File: config.mk
export PLATFORM = sky130hd
export DESIGN_NAME = regfile_write_arbiter_flat
export DESIGN_NICKNAME = d
export VERILOG_FILES = /design/src/rtl/cpu_pkg.sv /design/src/rtl/regfile_write_arbiter_if.sv /design/src/rtl/regfile_write_arbiter_rr_arbiter.sv /design/src/rtl/regfile_write_arbiter.sv /design/src/flat_wrapper.sv
export SDC_FILE = /design/constraint.sdc
export NUM_CORES = 1
export LEC_CHECK = 0
export ABC_AREA = 1
export BUFFER_PORTS_ARGS = -buffer_cell sky130_fd_sc_hd__buf_2
export CORE_MARGIN = 2
export CORE_UTILIZATION = 40
export CTS_CLUSTER_SIZE = 28
export DETAILED_ROUTE_END_ITERATION = 10
export PLACE_DENSITY = 0.76
export SLEW_MARGIN = 15
export SYNTH_ARGS = -nofsm -noshare
export SYNTH_HDL_FRONTEND = slang
export SYNTH_SLANG_ARGS = --single-unit
File: constraint.sdc
create_clock -name clk -period 2.4 [get_ports clk]
set_clock_uncertainty 0.15 [all_clocks]
set_input_delay 0.48 -clock clk [delete_from_list [all_inputs] [get_ports clk]]
set_output_delay 0.48 -clock clk [all_outputs]
set_load 0.02 [all_outputs]
File: src/rtl/cpu_pkg.sv
// CPU-wide shared definitions: sequencer state encodings, register-file geometry
// and the writeback request record used by register-file write paths.
package cpu_pkg;

   localparam logic [2:0] STATE_IDLE  = 3'b000;
   localparam logic [2:0] STATE_FETCH = 3'b001;
   localparam logic [2:0] STATE_EXEC  = 3'b010;
   localparam logic [2:0] STATE_WB    = 3'b011;
   localparam logic [2:0] STATE_MEM   = 3'b100;

   localparam int REG_ADDR_W = 5;
   localparam int REG_DATA_W = 64;

   typedef struct packed {
      logic [REG_ADDR_W-1:0] addr;
      logic [REG_DATA_W-1:0] data;
   } wr_req_t;

   typedef enum logic {
      HOLD_EMPTY = 1'b0,
      HOLD_FULL  = 1'b1
   } hold_state_t;

   // Width of a requester index; a single requester still needs one bit.
   function automatic int id_width(input int n);
      return (n > 1) ? $clog2(n) : 1;
   endfunction

endpackage

File: src/rtl/regfile_write_arbiter_if.sv
// Writeback request bus (requester side) and register-file write port
// (commit side) of the register-file write arbiter.
interface regfile_write_arbiter_if
   import cpu_pkg::*;
#(
   parameter int NUM_REQ = 3,
   parameter int DATA_W  = REG_DATA_W,
   parameter int ADDR_W  = REG_ADDR_W
);
   localparam int ID_W = id_width(NUM_REQ);

   logic [NUM_REQ-1:0]        req_valid;
   logic [NUM_REQ-1:0]        req_ready;
   logic [NUM_REQ*ADDR_W-1:0] req_addr;
   logic [NUM_REQ*DATA_W-1:0] req_data;

   logic                      write_en;
   logic [ADDR_W-1:0]         write_reg;
   logic [DATA_W-1:0]         write_data;
   logic [ID_W-1:0]           grant_id;

   modport master (
      output req_valid, req_addr, req_data,
      input  req_ready, write_en, write_reg, write_data, grant_id
   );

   modport slave (
      input  req_valid, req_addr, req_data,
      output req_ready, write_en, write_reg, write_data, grant_id
   );

endinterface

File: src/rtl/regfile_write_arbiter_rr_arbiter.sv
// Generic combinational round-robin picker: first set req bit at or after ptr,
// wrapping at NUM_REQ-1; zero latency, no backpressure of its own.
module rr_arbiter #(
   parameter int NUM_REQ = 3,
   parameter int ID_W    = (NUM_REQ > 1) ? $clog2(NUM_REQ) : 1
) (
   input  logic [NUM_REQ-1:0] req,
   input  logic [ID_W-1:0]    ptr,
   output logic [NUM_REQ-1:0] grant,
   output logic [ID_W-1:0]    idx,
   output logic               any
);

   int j;

   always_comb begin
      grant = '0;
      idx   = '0;
      any   = 1'b0;
      j     = 0;
      for (int off = 0; off < NUM_REQ; off++) begin
         j = int'(ptr) + off;
         if (j >= NUM_REQ) begin
            j = j - NUM_REQ;
         end
         if (!any && req[j]) begin
            any      = 1'b1;
            grant[j] = 1'b1;
            idx      = ID_W'(j);
         end
      end
   end

endmodule

File: src/rtl/regfile_write_arbiter.sv
// Round-robin shares the register-file write port via a one-entry holding register;
// accept-to-commit >=1 cycle (commits in WB state), requesters stall while it is full.
module regfile_write_arbiter
   import cpu_pkg::*;
#(
   parameter int         NUM_REQ  = 3,
   parameter int         DATA_W   = REG_DATA_W,
   parameter int         ADDR_W   = REG_ADDR_W,
   parameter logic [2:0] WB_STATE = STATE_WB
) (
   input  logic                    clk,
   input  logic                    reset,
   input  logic [2:0]              state,
   regfile_write_arbiter_if.slave  bus,
   input  logic [ADDR_W-1:0]       query_addr,
   output logic                    query_pending
);

   localparam int ID_W = id_width(NUM_REQ);

   hold_state_t                cur;
   hold_state_t                nxt;
   wr_req_t [NUM_REQ-1:0]      req_vec;
   wr_req_t                    hold;
   logic [ID_W-1:0]            hold_id;
   logic [ID_W-1:0]            rr_ptr;
   logic [ID_W-1:0]            ptr_nxt;

   logic [NUM_REQ-1:0]         win_onehot;
   logic [ID_W-1:0]            win_idx;
   logic                       win_any;
   logic                       full;
   logic                       drain;
   logic                       slot_free;
   logic                       accept;

   always_comb begin
      req_vec = '0;
      for (int i = 0; i < NUM_REQ; i++) begin
         req_vec[i].addr = bus.req_addr[i*ADDR_W +: ADDR_W];
         req_vec[i].data = bus.req_data[i*DATA_W +: DATA_W];
      end
   end

   rr_arbiter #(
      .NUM_REQ (NUM_REQ),
      .ID_W    (ID_W)
   ) u_rr_arbiter (
      .req   (bus.req_valid),
      .ptr   (rr_ptr),
      .grant (win_onehot),
      .idx   (win_idx),
      .any   (win_any)
   );

   always_comb begin
      full      = (cur == HOLD_FULL);
      drain     = full && (state == WB_STATE);
      slot_free = !full || drain;
      // Gating with reset keeps req_ready low while reset is asserted.
      accept    = reset && slot_free && win_any;
      ptr_nxt   = (win_idx == ID_W'(NUM_REQ - 1)) ? '0 : win_idx + ID_W'(1);

      nxt = cur;
      if (accept) begin
         nxt = HOLD_FULL;
      end else if (drain) begin
         nxt = HOLD_EMPTY;
      end

      bus.req_ready  = accept ? win_onehot : '0;
      bus.write_en   = drain;
      bus.write_reg  = full ? hold.addr : '0;
      bus.write_data = full ? hold.data : '0;
      bus.grant_id   = full ? hold_id   : '0;
      query_pending  = full && (hold.addr == query_addr);
   end

   always_ff @(posedge clk or negedge reset) begin
      if (!reset) begin
         cur <= HOLD_EMPTY;
      end else begin
         cur <= nxt;
      end
   end

   always_ff @(posedge clk or negedge reset) begin
      if (!reset) begin
         hold    <= '0;
         hold_id <= '0;
         rr_ptr  <= '0;
      end else if (accept) begin
         hold    <= req_vec[win_idx];
         hold_id <= win_idx;
         rr_ptr  <= ptr_nxt;
      end
   end

endmodule
File: src/flat_wrapper.sv
// flat-port wrapper written by rule: the top's interface ports become plain ports
module regfile_write_arbiter_flat import cpu_pkg::*;
#(
   parameter int         NUM_REQ  = 3,
   parameter int         DATA_W   = REG_DATA_W,
   parameter int         ADDR_W   = REG_ADDR_W,
   parameter logic [2:0] WB_STATE = STATE_WB
)
  (clk, reset, state, query_addr, query_pending, bus_req_valid, bus_req_addr, bus_req_data, bus_req_ready, bus_write_en, bus_write_reg, bus_write_data, bus_grant_id);
  regfile_write_arbiter_if #(.NUM_REQ(NUM_REQ), .DATA_W(DATA_W), .ADDR_W(ADDR_W)) bus_i ();
  input  logic clk;
  input  logic reset;
  input  logic [2:0] state;
  input  logic [ADDR_W-1:0] query_addr;
  output logic query_pending;
  input wire logic [$bits(bus_i.req_valid)-1:0] bus_req_valid;
  input wire logic [$bits(bus_i.req_addr)-1:0] bus_req_addr;
  input wire logic [$bits(bus_i.req_data)-1:0] bus_req_data;
  output wire logic [$bits(bus_i.req_ready)-1:0] bus_req_ready;
  output wire logic [$bits(bus_i.write_en)-1:0] bus_write_en;
  output wire logic [$bits(bus_i.write_reg)-1:0] bus_write_reg;
  output wire logic [$bits(bus_i.write_data)-1:0] bus_write_data;
  output wire logic [$bits(bus_i.grant_id)-1:0] bus_grant_id;
  assign bus_i.req_valid = bus_req_valid;
  assign bus_i.req_addr = bus_req_addr;
  assign bus_i.req_data = bus_req_data;
  assign bus_req_ready = bus_i.req_ready;
  assign bus_write_en = bus_i.write_en;
  assign bus_write_reg = bus_i.write_reg;
  assign bus_write_data = bus_i.write_data;
  assign bus_grant_id = bus_i.grant_id;
  regfile_write_arbiter #(.NUM_REQ(NUM_REQ), .DATA_W(DATA_W), .ADDR_W(ADDR_W), .WB_STATE(WB_STATE)) u_core (.clk(clk), .reset(reset), .state(state), .bus(bus_i), .query_addr(query_addr), .query_pending(query_pending));
endmodule
==> out/results.tsv, run 1 <==
stage	metric	value	unit
run_status	status	finished, violations left	
run_status	failing checks	setup timing	
power	clock network fraction of design power	0.084	
drt	count of vias placed by the detailed router	7069	
global_routing	final global-route overflow total	0	
drt	remaining number of nets flagged by the antenna check after routing	0	
layout	fin cells	1410	
worst_setup_path	CP endpoint kind	flop	
cts	clock transition at the registers of the reported paths	0.06	ns
drt	post-DR wirelength/cell	16.1	µm
drt	number of optimization iterations in the first detailed-route pass	5	
layout	share of final-layout standard cells stronger than drive strength 1	0.374	
logic_synthesis	leading register cell type out of synthesis	sky130_fd_sc_hd__dfrtp_1	
global_routing	via count of the first global-routing pass	6184	
power	Max IR drop VDD	0.000968	V
timing	post-layout minimum cycle time	2.68	ns
floorplan	height of the chip	124	µm
timing	final hold violations	0	
power	cell-internal power	8080	µW
worst_setup_path	list of cells traversed by the critical path	inv_2 -> ha_4 -> inv_4 -> nand2_2 -> nand3_2 -> nand2_4 -> nand2_4 -> nor2_8 -> buf_4 -> buf_6 -> buf_6 -> nand2_8 -> buf_12 -> clkbuf_16 -> nand3_1 -> nand3_1 -> a21oi_1	
layout	utilization after layout	0.631	
worst_setup_path	worst-path maximum fanout	7	
layout	synth-to-layout area growth	53.7	%
global_routing	largest net degree at the start of global routing	75	
placed_design	final weighted congestion of routability-driven global placement	0.831	
power	Pleak	0.00537	µW
logic_synthesis	share of the synthesized area in the top cell type	0.324	
logic_synthesis	number of nets produced by synthesis	1127	
logic_synthesis	number of storage elements in the synthesis netlist	74	
power	net switching power figure	8400	µW
layout	count of fill cells added during filler insertion	1248	
timing	headroom to the max-slew limit	0.327	
timing	unrepaired setup endpoints after global routing	true	
cts	Clk Latency, worst-skew pair	0.34	ns
power	fraction of power spent switching nets	0.510	
drt	vias per cell	5.01	
worst_setup_path	worst reg-to-reg path cell count	17	
global_routing	global-route total usage across every layer	0.247	
layout	final net count	1448	
floorplan	core box area	0.0139	mm²
timing	transition time at the pin with the least slew margin	1.01	ns
floorplan	Boundary Pins	296	
drt	DRC errors left	0	
placed_design	HPWL Detailed	13.9	mm
logic_synthesis	share of flip-flops with an asynchronous set or reset	1.00	
cts	CTS buffer count	9	
worst_setup_path	critical path depth	17	
logic_synthesis	Syn. warnings	0	
floorplan	Total Die Area	0.0153	mm²
flow_run	count of maximum capacitance violations	0	
global_routing	antenna violations before repair	1	
power	PD cells	1880	mW/mm²
logic_synthesis	cell area after synthesis	0.00572	mm²
drt	number of design-rule violations left by the first detailed-router iteration	545	
timing	Highest Clock Rate	373	MHz
logic_synthesis	average footprint of a synthesized cell	6.33	µm²
timing	Fin Hold WS	0.223	ns
logic_synthesis	number of synthesized flops with an enable pin	0	
cts	TritonCTS clock tree	done	
worst_setup_path	highest-delay cell along the critical path	sky130_fd_sc_hd__dfrtp_1	
logic_synthesis	number of different library cells in the post-synthesis netlist	34	
power	combinational fraction of design power	0.779	
drt	total detailed-routing wirelength	22.7	mm
floorplan	starting density of the core	0.410	
placed_design	number of input and output port buffers inserted	295	
timing	period utilization	1.12	
logic_synthesis	leading cell types by total area after synthesis	sky130_fd_sc_hd__dfrtp_1, sky130_fd_sc_hd__nand2_1, sky130_fd_sc_hd__inv_1, sky130_fd_sc_hd__nand3_1, sky130_fd_sc_hd__a21oi_1	
worst_setup_path	critical path arrival	2.78	ns
cts	number of sinks handled by clock tree synthesis	74	
worst_setup_path	slowest stage delay, CP	0.40	ns
worst_setup_path	crit path launch type	flop	
worst_setup_path	Worst Setup Path Type	reg2reg	
floorplan	number of placement rows	43	
cts	# H-tree levels	3	
worst_setup_path	number of buffers and inverters on the critical path	7	
global_routing	global-route wire length before repair	29.4	mm
cts	clk buf depth	2	
timing	final setup vio count	73	
logic_synthesis	cell type contributing the most total cell area after synthesis	sky130_fd_sc_hd__dfrtp_1	
logic_synthesis	number of instances in the synthesized netlist	903	
power	Seq pwr share	0.137	
worst_setup_path	category of cells accounting for the largest share of critical-path delay	buffers and inverters	
placed_design	Placed Instances	1356	
logic_synthesis	sequential element share of the synthesized area	0.324	
cts	Clock Root Buffer	sky130_fd_sc_hd__clkbuf_16	
floorplan	Die Span X	124	µm
min_path	path type of the worst min-delay path	in2async	
timing	Final Slew Violations	0	
worst_setup_path	endpoint required time on the critical path	2.50	ns
timing	final setup margin	-0.279	ns
metal layers:
metal | wire (µm) | global-route usage
met5 | 0 | 0
met4 | 630 | 0.0866
met3 | 1940 | 0.0526
met2 | 11200 | 0.435
met1 | 8910 | 0.297
final cells by class:
cell class	instances	area [µm²]	share of cell area
multi-input combinational	568	3130	0.356
inverter	207	790	0.0898
sequential	74	1850	0.211
clock inverter	2	35.0	0.00399
antenna	1	2.50	0.000285
clock buffer	14	264	0.0300
timing repair buffer	364	2490	0.283
tap	180	225	0.0256
placed cells by master (no fill, tap or decap), drive strengths merged:
cell type,n
diode,1
bufinv,1
ha,4
o21ai,5
o21a,20
buf,353
o22ai,1
xor2,1
nor4,1
nand4,1
nand3,113
or2,1
a221oi,1
a21oi,101
clkinv,1
clkbuf,25
nand3b,1
nand2,233
nor2,61
dfrtp,74
a31oi,3
inv,207
a21boi,2
o211ai,19
flip-flops by register name, indices dropped and copies added (netlist names):
register and count:
u_core.hold 69, u_core.hold_id 2, u_core.rr_ptr 2, u_core.cur 1
what timing repair did:
item                       CTS  global route
pin swaps                   10            14
hold buffers                 0             0
setup endpoints to repair   59            74
gates resized for setup     39            41
cloned                       1            24
buffers inserted             7             6
cells in the mapped netlist (all sizes together), types with 2 or more instances:
cell / count
a21oi: 101
clkbuf: 13
inv: 207
nand3: 113
buf: 44
o21ai: 5
nand2: 230
a31oi: 3
dfrtp: 74
a21boi: 2
o211ai: 19
o21a: 20
nor2: 61
ha: 4
power by group through the flow:
stage	clock [µW]	combinational [µW]	sequential, µW
2_1_floorplan	0	6580	2150
3_3_place_gp	0	9260	2220
4_1_cts	1400	9890	2240
3_5_place_dp	0	9350	2250
6_report	1390	12800	2250
5_1_grt	1460	13800	2320
per-stage QoR:
step | setup slack [ns] | TNS (ns) | cell area (µm²) | total power (µW)
2_1_floorplan | 0.00861 | 0 | 5780 | 8740
3_3_place_gp | -0.0907 | -0.928 | 7550 | 11500
3_5_place_dp | -0.125 | -1.59 | 7550 | 11600
4_1_cts | -0.248 | -0.724 | 8090 | 13500
5_1_grt | -0.408 | -23.81 | 8790 | 17500
6_report | -0.279 | -13.20 | 8790 | 16500
path summary, 6_finish.rpt:
path,startpoint,end,slack [ns]
max,u_core.rr_ptr[0]$_DFFE_PN0P_,u_core.hold[14]$_DFFE_PN0P_,-0.28
min,reset,u_core.hold[46]$_DFFE_PN0P_,0.22
max reg2reg,u_core.rr_ptr[0]$_DFFE_PN0P_,u_core.hold[14]$_DFFE_PN0P_,-0.28
min reg2reg,u_core.hold_id[1]$_DFFE_PN0P_,u_core.hold_id[1]$_DFFE_PN0P_,0.36
max in group asynchronous,reset,u_core.hold[40]$_DFFE_PN0P_,1.18
min in group clk,bus_req_data[121],u_core.hold[57]$_DFFE_PN0P_,0.24
cells by family (layout without fill, tap and decap cells):
kind of cell    count (synthesis)  count (layout)  share of synthesized area
xor+xnor                        1               1                    0.00153
simple gates                  408             411                      0.306
fa+ha+maj                       4               4                    0.00876
flops                          74              74                      0.324
compound gates                152             152                      0.168
other cells                     0               1                          0
buf+inv                       264             587                      0.192
Power figures use the tool's default switching activity.
==> inputs of run 2 (changes only) <==
- PLACE_DENSITY: 0.76 -> 0.77
- SYNTH_HIERARCHICAL: not set -> 1
==> out/results.tsv, run 2 <==
stage	metric	value	unit
logic_synthesis	number of storage elements in the synthesis netlist	74	
floorplan	Boundary Pins	296	
logic_synthesis	multiplexer share of the synthesized area	0	
global_routing	via count of the first global-routing pass	6044	
power	Max IR drop VDD	0.00119	V
floorplan	starting density of the core	0.406	
floorplan	number of placement rows	42	
cts	CTS Hold Buffers Added	0	
worst_setup_path	crit path launch type	flop	
placed_design	Post-DP Area	0.00716	mm²
worst_setup_path	CP endpoint kind	primary output	
logic_synthesis	leading cell types by total area after synthesis	sky130_fd_sc_hd__dfrtp_1, sky130_fd_sc_hd__nand2_1, sky130_fd_sc_hd__nand3_1, sky130_fd_sc_hd__inv_1, sky130_fd_sc_hd__buf_2	
run_status	status	finished, violations left	
run_status	failing checks	setup timing	
logic_synthesis	cell type contributing the most total cell area after synthesis	sky130_fd_sc_hd__dfrtp_1	
worst_setup_path	Worst Setup Path Type	reg2out	
logic_synthesis	number of synthesized flops with an enable pin	0	
layout	Largest register FFs	69	
worst_setup_path	Register-to-Register Setup Slack	-0.10	ns
timing	period utilization	1.12	
worst_setup_path	Most Frequent Cell on Critical Path	sky130_fd_sc_hd__nand2_2	
flow_run	count of maximum capacitance violations	0	
timing	transition time at the pin with the least slew margin	0.553	ns
timing	final setup vio count	51	
worst_setup_path	worst-path maximum fanout	6	
logic_synthesis	top cells by instance count after synthesis	sky130_fd_sc_hd__nand2_1, sky130_fd_sc_hd__nand3_1, sky130_fd_sc_hd__inv_1	
logic_synthesis	Syn. warnings	6	
cts	TritonCTS clock tree	done	
drt	vias per cell	5.05	
global_routing	largest net degree at the start of global routing	42	
logic_synthesis	leading register cell type out of synthesis	sky130_fd_sc_hd__dfrtp_1	
global_routing	final global-route overflow total	0	
placed_design	final weighted congestion of routability-driven global placement	0.882	
floorplan	Die Span X	119	µm
worst_setup_path	slowest stage delay, CP	0.44	ns
drt	remaining number of nets flagged by the antenna check after routing	0	
worst_setup_path	Critical R2R Launch	u_core/rr_ptr[1]$_DFFE_PN0P_	
layout	synth-to-layout area growth	52.7	%
global_routing	global-route total usage across every layer	0.250	
logic_synthesis	post-synthesis share of cell area spent on full adders, half adders and majority gates	0.00939	
placed_design	HPWL Detailed	13.2	mm
drt	count of vias placed by the detailed router	6887	
layout	final net count	1408	
logic_synthesis	share of flip-flops with an asynchronous set or reset	1.00	
global_routing	global-route wire length before repair	29.0	mm
cts	clk buf depth	2	
timing	unrepaired setup endpoints after global routing	true	
cts	number of sinks handled by clock tree synthesis	74	
layout	commonest non-fill, non-tap cell in the layout	sky130_fd_sc_hd__nand2_1	
worst_setup_path	critical path arrival	2.06	ns
cts	clock transition at the registers of the reported paths	0.06	ns
worst_setup_path	list of cells traversed by the critical path	ha_4 -> inv_6 -> nand2_4 -> nand3_2 -> nand2_2 -> nand2_2 -> or2_1 -> nand2_2 -> inv_2 -> nand2_4 -> nor2_4 -> buf_6	
cts	CTS buffer count	9	
drt	total detailed-routing wirelength	21.1	mm
power	PD cells	1890	mW/mm²
logic_synthesis	largest family of logic cells by synthesized area	simple AND/OR/NAND/NOR gates	
logic_synthesis	sequential element share of the synthesized area	0.347	
logic_synthesis	most numerous cell in the Yosys netlist	sky130_fd_sc_hd__nand2_1	
logic_synthesis	number of different library cells in the post-synthesis netlist	23	
worst_setup_path	worst setup path start	u_core/rr_ptr[1]$_DFFE_PN0P_	
timing	Final Slew Violations	0	
logic_synthesis	share of the synthesized area in compound gates (AO/OA/AOI/OAI)	0.00962	
layout	share of final-layout standard cells stronger than drive strength 1	0.354	
logic_synthesis	average footprint of a synthesized cell	6.09	µm²
logic_synthesis	number of instances in the synthesized netlist	876	
drt	post-DR wirelength/cell	15.5	µm
layout	Post-Layout Inst Area	0.00814	mm²
layout	diodes inserted	0	
layout	utilization after layout	0.620	
logic_synthesis	post-synthesis share of cell area spent on xor and xnor gates	0.00164	
worst_setup_path	highest-delay cell along the critical path	sky130_fd_sc_hd__dfrtp_2	
layout	count of fill cells added during filler insertion	1227	
floorplan	Total Die Area	0.0143	mm²
timing	Highest Clock Rate	372	MHz
timing	post-layout minimum cycle time	2.69	ns
global_routing	antenna violations before repair	0	
floorplan	height of the chip	119	µm
drt	DRC errors left	0	
timing	headroom to the max-slew limit	0.631	
timing	summed negative setup slack over all endpoints	-2.26	ns
drt	number of optimization iterations in the first detailed-route pass	8	
layout	top flop regs	u_core/hold x69, u_core/hold_id x2, u_core/rr_ptr x2	
timing	final hold violations	0	
placed_design	number of input and output port buffers inserted	295	
worst_setup_path	endpoint required time on the critical path	1.77	ns
timing	final setup margin	-0.287	ns
layout	top register by number of flip-flops	u_core/hold	
cts	Clk Latency, worst-skew pair	0.32	ns
power	Pleak	0.00507	µW
floorplan	core box area	0.0131	mm²
logic_synthesis	simple-gate share of the synthesized area	0.505	
drt	number of design-rule violations left by the first detailed-router iteration	653	
cts	# H-tree levels	3	
cts	Clock Root Buffer	sky130_fd_sc_hd__clkbuf_16	
logic_synthesis	share of the synthesized area in the top cell type	0.347	
logic_synthesis	cell area after synthesis	0.00533	mm²
layout	commonest non-fill, non-tap cells in the layout	sky130_fd_sc_hd__nand2_1, sky130_fd_sc_hd__buf_2, sky130_fd_sc_hd__nand3_1	
min_path	path type of the worst min-delay path	in2async	
logic_synthesis	number of nets produced by synthesis	1100	
==> run 2: cell types whose count changed after synthesis, moves of 4 or more <==
cell | previous run | this run
sky130_fd_sc_hd__nand3_1 | 111 | 222
sky130_fd_sc_hd__o211ai_1 | 19 | 0
sky130_fd_sc_hd__buf_1 | 5 | 1
sky130_fd_sc_hd__o21a_1 | 20 | 0
sky130_fd_sc_hd__a21oi_1 | 81 | 0
sky130_fd_sc_hd__inv_1 | 202 | 89
sky130_fd_sc_hd__a21oi_2 | 20 | 0
sky130_fd_sc_hd__inv_2 | 5 | 10
sky130_fd_sc_hd__nand2_1 | 224 | 391
sky130_fd_sc_hd__nor2_1 | 58 | 12
sky130_fd_sc_hd__buf_2 | 25 | 35
==> run 2: worst paths after layout <==
path | endpoint | depth (start not counted)
max | bus_req_ready[0] | 12
min | u_core/hold[27]$_DFFE_PN0P_ | 2
max reg2reg | u_core/hold[24]$_DFFE_PN0P_ | 17
min reg2reg | u_core/hold_id[0]$_DFFE_PN0P_ | 2
max in group asynchronous | u_core/hold[48]$_DFFE_PN0P_ | 2
min in group clk | u_core/hold[19]$_DFFE_PN0P_ | 5
==> run 2: through the flow <==
step	power, µW	hold slack (ns)	cells	setup WS, ns
2_1_floorplan	8160	0.0344	876	0.00904
6_report	15400	0.115	1364	-0.287
5_1_grt	16500	0.137	1364	-0.352
3_5_place_dp	11000	0.312	1322	-0.0929
4_1_cts	13100	0.121	1345	-0.251
3_3_place_gp	10900	0.306	1322	-0.00214
==> run 2: layout make-up <==
type	count	area (µm²)	area share
Sequential cell	74	1850	0.228
Inverter	100	395	0.0486
Multi-Input combinational cell	642	2950	0.363
Tap cell	176	220	0.0270
Clock inverter	2	12.5	0.00154
Timing Repair Buffer	357	2440	0.300
Clock buffer	13	260	0.0320
==> run 2: what timing repair did <==
action / in CTS / in global routing
hold endpoints to repair: 0 / 0
resized for setup: 16 / 36
pin swaps: 6 / 5
gates cloned: 2 / 13
setup endpoints to repair: 75 / 76
buffers inserted: 7 / 10
==> run 2: logic make-up (layout without fill, tap and decap cells) <==
| kind of cell | after synthesis | after routing |
|---|---|---|
| fa+ha+maj | 4 | 4 |
| buf+inv | 160 | 472 |
| flops | 74 | 74 |
| simple gates | 633 | 633 |
| xor+xnor | 1 | 1 |
| compound gates | 4 | 4 |
==> run 2: critical path, delay by kind of cell, from the launching register on <==
| family | cells | cell delay, ns |
|---|---|---|
| AND/OR/NAND/NOR | 8 | 0.72 |
| flip-flops | 1 | 0.44 |
| adder cells (fa/ha/maj) | 1 | 0.33 |
| buffers and inverters | 3 | 0.23 |
==> run 2: power by group <==
| part | switching, µW | total [µW] | leakage (µW) | internal, µW |
|---|---|---|---|---|
| sequential | 329 | 2130 | 0.000934 | 1800 |
| combinational | 6910 | 12000 | 0.00400 | 5110 |
| clock | 506 | 1260 | 0.000132 | 750 |
==> run 2: per-layer routing <==
metal | global-route usage | vias to the layer above | wire, µm
met4 | 0.0787 | 0 | 556
met1 | 0.317 | 3091 | 8380
li1 | - | 3336 | -
met5 | 0 | - | 0
met3 | 0.0345 | 52 | 1840
met2 | 0.439 | 408 | 10300
==> inputs of run 3 (changes only) <==
--- a/config.mk
+++ b/config.mk
@@ -9,8 +9,8 @@
 export BUFFER_PORTS_ARGS = -buffer_cell sky130_fd_sc_hd__buf_2
 export CORE_MARGIN = 2
-export CORE_UTILIZATION = 40
+export CORE_UTILIZATION = 35
 export CTS_CLUSTER_SIZE = 28
 export DETAILED_ROUTE_END_ITERATION = 10
-export PLACE_DENSITY = 0.77
+export PLACE_DENSITY = 0.69
 export SLEW_MARGIN = 15
 export SYNTH_ARGS = -nofsm -noshare
==> constraint.sdc (replaced) <==
create_clock -name clk -period 2.4 [get_ports clk]
set_clock_uncertainty 0.15 [all_clocks]
set_input_delay 0 -clock clk [delete_from_list [all_inputs] [get_ports clk]]
set_output_delay 0 -clock clk [all_outputs]
set_load 0.02 [all_outputs]
==> out/results.tsv, run 3 (synthesis results as in run 2) <==
stage	metric	value	unit
run_status	status	finished, violations left	
run_status	failing checks	setup timing	
floorplan	number of placement rows	45	
worst_setup_path	endpoint required time on the critical path	2.52	ns
min_path	path type of the worst min-delay path	in2reg	
layout	diodes inserted	0	
timing	summed negative setup slack over all endpoints	-0.548	ns
cts	CTS buffer count	9	
drt	DRC errors left	0	
placed_design	number of input and output port buffers inserted	295	
global_routing	final global-route overflow total	0	
timing	period utilization	1.02	
cts	# H-tree levels	3	
cts	clock transition at the registers of the reported paths	0.06	ns
timing	Final Slew Violations	0	
timing	unrepaired setup endpoints after global routing	true	
drt	total detailed-routing wirelength	30.3	mm
layout	Post-Layout Inst Area	0.0107	mm²
cts	number of sinks handled by clock tree synthesis	74	
drt	remaining number of nets flagged by the antenna check after routing	0	
cts	clk buf depth	2	
floorplan	Total Die Area	0.0162	mm²
layout	Largest register FFs	69	
placed_design	Post-DP Area	0.00728	mm²
global_routing	via count of the first global-routing pass	8177	
floorplan	core box area	0.0150	mm²
layout	fin cells	1602	
floorplan	height of the chip	127	µm
power	PD cells	1610	mW/mm²
cts	Clock Root Buffer	sky130_fd_sc_hd__clkbuf_16	
placed_design	Placed Instances	1340	
placed_design	HPWL Detailed	14.0	mm
placed_design	final weighted congestion of routability-driven global placement	0.898	
timing	final setup vio count	26	
worst_setup_path	critical path arrival	2.57	ns
drt	count of vias placed by the detailed router	8621	
drt	post-DR wirelength/cell	18.9	µm
cts	Clk Latency, worst-skew pair	0.33	ns
power	Max IR drop VDD	0.00111	V
timing	transition time at the pin with the least slew margin	0.953	ns
timing	final hold violations	0	
floorplan	Boundary Pins	296	
layout	commonest non-fill, non-tap cells in the layout	sky130_fd_sc_hd__nand2_1, sky130_fd_sc_hd__buf_2, sky130_fd_sc_hd__dlygate4sd3_1	
layout	share of final-layout standard cells stronger than drive strength 1	0.339	
power	total power draw	17100	µW
drt	number of design-rule violations left by the first detailed-router iteration	935	
worst_setup_path	crit path launch type	flop	
flow_run	count of maximum capacitance violations	0	
power	Pleak	0.00615	µW
timing	post-layout minimum cycle time	2.44	ns
global_routing	antenna violations before repair	0	
placed_design	pre-CTS worst setup slack	-0.0250	ns
drt	number of optimization iterations in the first detailed-route pass	7	
layout	top flop regs	u_core/hold x69, u_core/hold_id x2, u_core/rr_ptr x2	
layout	final net count	1633	
worst_setup_path	CP endpoint kind	flop	
worst_setup_path	worst-path maximum fanout	8	
layout	top register by number of flip-flops	u_core/hold	
timing	final setup margin	-0.0441	ns
layout	synth-to-layout area growth	99.8	%
floorplan	Die Span X	127	µm
worst_setup_path	Worst Setup Path Type	reg2reg	
timing	headroom to the max-slew limit	0.365	
global_routing	global-route wire length before repair	40.4	mm
floorplan	starting density of the core	0.355	
timing	Highest Clock Rate	409	MHz
drt	vias per cell	5.38	
global_routing	global-route total usage across every layer	0.313	
layout	commonest non-fill, non-tap cell in the layout	sky130_fd_sc_hd__nand2_1	
cts	TritonCTS clock tree	done	
global_routing	largest net degree at the start of global routing	72	
[run 3: cell count changes in the layout (fill, tap and decap cells not counted), sizes merged]
cell	before	now
buf	344	359
inv	99	101
bufinv	0	2
clkbuf	26	23
dlygate4sd3	0	211
clkinv	2	1
[run 3: repair_timing]
action                     4_1_cts  5_1_grt
hold endpoints to repair       144        0
pin swaps                        1       27
hold buffers                   211        0
cloned                           1       15
resized for setup               10       99
setup endpoints to repair       38       74
setup buffers                    2       19
[run 3: metrics by stage]
step                hold slack [ns]   util
finish                        0.167  0.708
global route                  0.194  0.708
CTS                           0.138  0.654
detailed placement           -0.334  0.484
global placement             -0.335  0.484
floorplan                    -0.446      -
[run 3: layout make-up]
cell class	count	area, µm²
inverter	100	390
clock buffer	11	253
timing repair buffer	582	4680
multi-input combinational	642	3150
clock inverter	5	85.1
fill	1102	4380
sequential	74	1850
tap	188	235
[run 3: metal layers]
layer | global-route usage | routed length (µm)
met1 | 0.367 | 11100
met2 | 0.523 | 13800
met3 | 0.0683 | 3490
met4 | 0.189 | 1850
met5 | 0 | 0
[run 3: where the power goes]
group	switching [µW]	leakage, µW	total [µW]	internal [µW]
combinational	7910	0.00505	13400	5530
sequential	370	0.000934	2170	1800
clock	549	0.000162	1520	973
[run 3: final timing paths]
check	from	to	slack (ns)	depth (start not counted)
min in group asynchronous	reset	u_core/hold[26]$_DFFE_PN0P_	0.35	3
worst max register to register	u_core/rr_ptr[1]$_DFFE_PN0P_	u_core/hold[54]$_DFFE_PN0P_	-0.04	17
max in group asynchronous	reset	u_core/cur$_DFFE_PN0P_	1.04	3
worst max-delay path	u_core/rr_ptr[1]$_DFFE_PN0P_	u_core/hold[54]$_DFFE_PN0P_	-0.04	17
worst min register to register	u_core/hold[55]$_DFFE_PN0P_	u_core/hold[55]$_DFFE_PN0P_	0.33	2
worst min-delay path	state[0]	u_core/hold[64]$_DFFE_PN0P_	0.17	6
[run 3: critical path, cell delays in order (launching register included)]
cell and delay [ns]:
sky130_fd_sc_hd__dfrtp_2 0.46, sky130_fd_sc_hd__inv_2 0.11, sky130_fd_sc_hd__ha_4 0.20, sky130_fd_sc_hd__inv_4 0.05, sky130_fd_sc_hd__buf_4 0.13, sky130_fd_sc_hd__nand3_2 0.07, sky130_fd_sc_hd__nand2_2 0.07, sky130_fd_sc_hd__nand3_1 0.08
sky130_fd_sc_hd__nand2_1 0.08, sky130_fd_sc_hd__inv_2 0.10, sky130_fd_sc_hd__nand2_8 0.09, sky130_fd_sc_hd__nor2_4 0.17, sky130_fd_sc_hd__buf_6 0.16, sky130_fd_sc_hd__buf_12 0.17, sky130_fd_sc_hd__nand2_2 0.08, sky130_fd_sc_hd__nand3_2 0.07
sky130_fd_sc_hd__nand2_1 0.06, sky130_fd_sc_hd__nand2_1 0.06
